File: src/rtl/mips_fetch_unit.sv
// rtl/mips_fetch_unit.sv - instruction fetch front end: PC, imem request/response, valid/ready delivery
module mips_fetch_unit #(
    parameter int                ADDR_W   = 32,
    parameter logic [ADDR_W-1:0] RESET_PC = '0
) (
    input  logic              clk,
    input  logic              reset_n,
    input  logic              fetch_en,
    output logic              imem_req,
    output logic [ADDR_W-1:0] imem_addr,
    input  logic              imem_gnt,
    input  logic              imem_rvalid,
    input  logic [31:0]       imem_rdata,
    output logic              instr_valid,
    input  logic              instr_ready,
    output logic [31:0]       instruction,
    output logic [ADDR_W-1:0] instr_pc,
    input  logic              redirect_valid,
    input  logic [ADDR_W-1:0] redirect_pc
);

    typedef enum logic [1:0] {IDLE, REQ, WAIT, HOLD} state_t;

    state_t            state, state_nxt;
    logic [ADDR_W-1:0] pc, pc_nxt;
    logic [ADDR_W-1:0] inflight_pc, inflight_pc_nxt;
    logic              discard, discard_nxt;
    logic              capture;
    logic [ADDR_W-1:0] redirect_aligned;
    logic [ADDR_W-1:0] pc_plus4;

    assign redirect_aligned = redirect_pc & ~ADDR_W'(3);
    assign pc_plus4         = pc + ADDR_W'(4);

    assign imem_req    = (state == REQ);
    assign instr_valid = (state == HOLD);
    assign imem_addr   = pc;

    // Redirect wins over every other event; a fetch already granted is marked for discard.
    always_comb begin
        state_nxt       = state;
        pc_nxt          = pc;
        inflight_pc_nxt = inflight_pc;
        discard_nxt     = discard;
        capture         = 1'b0;
        if (redirect_valid) begin
            pc_nxt = redirect_aligned;
        end
        case (state)
            IDLE: begin
                if (!redirect_valid && fetch_en) begin
                    state_nxt = REQ;
                end
            end
            REQ: begin
                if (imem_gnt) begin
                    state_nxt       = WAIT;
                    inflight_pc_nxt = pc;
                    discard_nxt     = redirect_valid;
                end else if (!redirect_valid && !fetch_en) begin
                    state_nxt = IDLE;
                end
            end
            WAIT: begin
                if (imem_rvalid) begin
                    if (discard || redirect_valid) begin
                        discard_nxt = 1'b0;
                        state_nxt   = fetch_en ? REQ : IDLE;
                    end else begin
                        capture   = 1'b1;
                        pc_nxt    = pc_plus4;
                        state_nxt = HOLD;
                    end
                end else if (redirect_valid) begin
                    discard_nxt = 1'b1;
                end
            end
            HOLD: begin
                if (redirect_valid || instr_ready) begin
                    state_nxt = fetch_en ? REQ : IDLE;
                end
            end
            default: state_nxt = IDLE;
        endcase
    end

    always_ff @(posedge clk or negedge reset_n) begin
        if (!reset_n) begin
            state       <= IDLE;
            pc          <= RESET_PC;
            inflight_pc <= '0;
            discard     <= 1'b0;
            instruction <= '0;
            instr_pc    <= '0;
        end else begin
            state       <= state_nxt;
            pc          <= pc_nxt;
            inflight_pc <= inflight_pc_nxt;
            discard     <= discard_nxt;
            if (capture) begin
                instruction <= imem_rdata;
                instr_pc    <= inflight_pc;
            end
        end
    end

endmodule

File: config.mk
export PLATFORM = sky130hd
export DESIGN_NAME = mips_fetch_unit
export DESIGN_NICKNAME = d
export VERILOG_FILES = /design/src/rtl/mips_fetch_unit.sv
export SDC_FILE = /design/constraint.sdc
export NUM_CORES = 1
export LEC_CHECK = 0
export CORE_ASPECT_RATIO = 0.7
export CORE_MARGIN = 10
export CORE_UTILIZATION = 44
export CTS_BUF_LIST = sky130_fd_sc_hd__clkbuf_8
export CTS_CLUSTER_DIAMETER = 80
export CTS_CLUSTER_SIZE = 40
export DETAILED_ROUTE_END_ITERATION = 8
export GPL_ROUTABILITY_DRIVEN = 0
export HOLD_SLACK_MARGIN = 0.1
export PLACE_DENSITY = 0.81
export SLEW_MARGIN = 20
export SYNTH_ARGS = -nofsm -noshare
export SYNTH_HDL_FRONTEND = slang
export SYNTH_SLANG_ARGS = --single-unit
File: constraint.sdc
create_clock -name clk -period 1.6 [get_ports clk]
set_input_delay 0.32 -clock clk [delete_from_list [all_inputs] [get_ports clk]]
set_output_delay 0.32 -clock clk [all_outputs]
set_load 0.005 [all_outputs]
==> impl_results.md <==
- Critical Path Source Type: register
- Crit-path slowest cell: dfrtp_1
- Top-count cell post-synth: nand2_1
- Sequential-to-total area share from yosys stat: between 50% and 60%
- DR iter-0 viols: between 300 and 400
- YS warnings: 0
- Area leader, netlist: dfrtp_1
- Post-route cell area: about 9100 sq um
- Mapped Area: roughly 5700 sq um
- Max-cap violations: 0
- R2r setup slk: -0.17 ns
- CTS tree: built
- Mapped Nets: 648
- GRT Overall Usage: 20.66%
- Post-synth EDFFs: 0
- Via count: 5425
- Chip Height: between 100 and 150 microns
- Distinct cells, synth: 48
- Synth Area per Inst: 9.877 sq um
- R2R cell count: 6
- HPWL Detailed: 13130 microns
- Final WS setup: -0.1737 ns
- Min Tclk post-route: 1.774 ns
- Classification of the worst setup path: reg -> reg
- Failing checks: setup timing
- CTS Sinks: ~130
- Dominant cells by area after synthesis: dfrtp_1 58%, nand2_1 14%, mux2_2 5.3%
- Top cells by count, synth: 212 x nand2_1, 131 x dfrtp_1, 29 x nor2_1
- Antenna diodes: 0
- GR Util met1: between 20% and 30%
- Nets: 920
- Vias per inst: between 5 and 6
- Number of synthesized register bits: roughly 130
- Ys flop type: dfrtp_1
- TritonRoute pass-1 iters: 5
- Starting Density: between 40% and 50%
- # IOs: between 150 and 200
- Longest Clk Path Bufs: 2
- Largest net degree at the start of global routing: 43
- Slew headroom: 71.85%
- Number of global-route vias before repair: 5663
- Endpoints failing hold: 0
- WHS: about 0.37 ns
- H-tree levels: 4
- Cells after synthesis: 576
- Period utilization: 110.9%
- Placed Area: roughly 8100 sq um
- Core ar.: roughly 13000 sq um
- CP endpoint kind: register
- CP cell instances: and3_4, nand4_1, buf_12, or3_4, o32ai_2, nor2_1
- CTS Buf Count: 17
- Worst R2R End: imem_addr[24]
- GRT met3 Usage: under 10%
- Post-layout total power: around 13 mW
- Clock slew seen by the registers of the worst setup and hold paths: ~0.08 ns
- Area growth, synth to finish: 59.80%
- RSZ-0062 raised after global routing: yes
- Critical path arrival: around 2.1 ns
- Power Density: about 1400 nW/um^2
- Layout cells sized above 1: 28.11%
- Antenna violations before repair: 0
- Busiest grt layer: met2
- WP data required: approximately 1.9 ns
- FFs w/ async S/R, synth: between 90% and 100%
- DRC violations left: 0
- Filler Cells Inserted: 897
- Max VDD drop: 0.9274 mV
- Final Skew: 0.01538 ns
- Reg2reg start: imem_addr[18]
- Finish-stage setup viols: 17
- Leakage: approximately 4.5 nW
- Max incr delay on CP: just under 0.4 ns
- Antenna viol nets, final: 0
- Top cell type's share of synthesized area: between 50 and 60%
- Routed len/inst: around 19 microns
- Status: complete, but fails checks
- Die width: approximately 160 microns
- Share of the core filled with cells: approximately 72%
- Crit path max fanout: 7
- Clock Latency Late Sink: ~0.44 ns
- Final wirelength: around 19000 microns
- Max-slew violation count: 0
- Root Buffer: clkbuf_8
- I/O Buffers: between 150 and 200
- Row count: 34
- M2 GR Usage: 34.41%
- Grt ovf: 0
- Worst min path class: in -> async
- Worst slack at placement: -0.4479 ns
- First-pass GRT wire length: 29660 microns
- Slew @ Worst Pin: 0.4223 ns
- Peak Freq: 563.8 MHz
- Full die area: between 15000 and 20000 sq um
## logic make-up (layout without fill, tap and decap cells)
group | count (synthesis) | after routing | share of synthesized area [%]
compound gates | 81 | 81 | 10.29
fa+ha+maj | 1 | 1 | 0.2199
buf+inv | 47 | 331 | 4.200
flops | 131 | 131 | 57.62
mux | 30 | 30 | 5.872
simple gates | 286 | 287 | 21.79
## metrics by stage
step / cells / TNS (ns)
final: 1023 / -1.391
after global routing: 1023 / -3.059
after CTS: 1006 / -1.342
after detailed placement: 947 / -27.00
after global placement: 947 / -23.11
after floorplan: 576 / -0.3025
## registers in the layout, summed over array words and instances (netlist names)
name         count
imem_addr       32
inflight_pc     32
instr_pc        32
instruction     32
state            2
discard          1
## placed cells by master (no fill, tap or decap), types with 4 or more instances in the layout
| master | n |
|---|---|
| and3_4 | 4 |
| clkbuf_8 | 17 |
| a21oi_1 | 11 |
| buf_6 | 21 |
| nor2_1 | 25 |
| nand2_1 | 209 |
| buf_12 | 11 |
| clkbuf_2 | 8 |
| clkdlybuf4s15_1 | 8 |
| clkinv_4 | 4 |
| inv_1 | 14 |
| nand4_1 | 5 |
| clkdlybuf4s50_1 | 67 |
| a21oi_2 | 4 |
| dfrtp_2 | 4 |
| buf_4 | 85 |
| a311oi_1 | 10 |
| a211oi_1 | 6 |
| mux2_2 | 27 |
| nor3_1 | 6 |
| dlygate4sd2_1 | 81 |
| dfrtp_1 | 127 |
| o21ai_0 | 14 |
## report_power, final
| part | internal [mW] | total (mW) | leakage, nW | switching [mW] |
|---|---|---|---|---|
| registers | 4.55 | 5.24 | 1.59 | 0.687 |
| logic | 2.45 | 4.51 | 2.68 | 2.06 |
| clock network | 1.55 | 2.93 | 0.208 | 1.37 |
| total | 8.55 | 12.7 | 4.48 | 4.12 |
## how the worst max path moves through the flow
stage,startpoint,to,slack (ns),cells past startpoint
after floorplan,imem_addr[2],imem_addr[24],-0.08,6
after global placement,redirect_valid,imem_addr[22],-0.37,6
after detailed placement,redirect_valid,imem_addr[17],-0.45,7
after CTS,imem_addr[13],imem_addr[24],-0.14,6
after global routing,imem_addr[3],imem_addr[30],-0.26,7
final,imem_addr[18],imem_addr[24],-0.17,6
## timing repair
item,4_1_cts,5_1_grt
cloned,2,1
hold buffers,1,0
buffers inserted,24,16
resized for setup,134,70
endpoints found under the setup margin,137,49
pin swaps,6,24
hold endpoints to repair,39,0
## per-layer routing
| metal | vias up | wire length, microns |
|---|---|---|
| li1 | 2508 | - |
| met2 | 222 | 9340 |
| met5 | - | 0 |
| met3 | 17 | 1653 |
| met4 | 0 | 163 |
| met1 | 2678 | 8060 |
## layout make-up
| type | instances | area (sq um) | area share, % |
|---|---|---|---|
| clock buffers | 17 | 234.0 | 2.574 |
| clock inverters | 15 | 180.2 | 1.982 |
| inverters | 14 | 55.05 | 0.6056 |
| multi-input cells | 399 | 2466 | 27.13 |
| flip-flops and latches | 131 | 3283 | 36.11 |
| well taps | 162 | 202.7 | 2.230 |
| repair buffers | 285 | 2670 | 29.37 |
## worst max-delay path, delay by kind of cell (launching register included)
kind / cells / cell delay, ns
flip-flops: 1 / 0.39
buffers and inverters: 1 / 0.20
AND/OR/NAND/NOR: 4 / 0.84
AO/OA/AOI/OAI: 1 / 0.22
(Power assumes the default switching activity.)
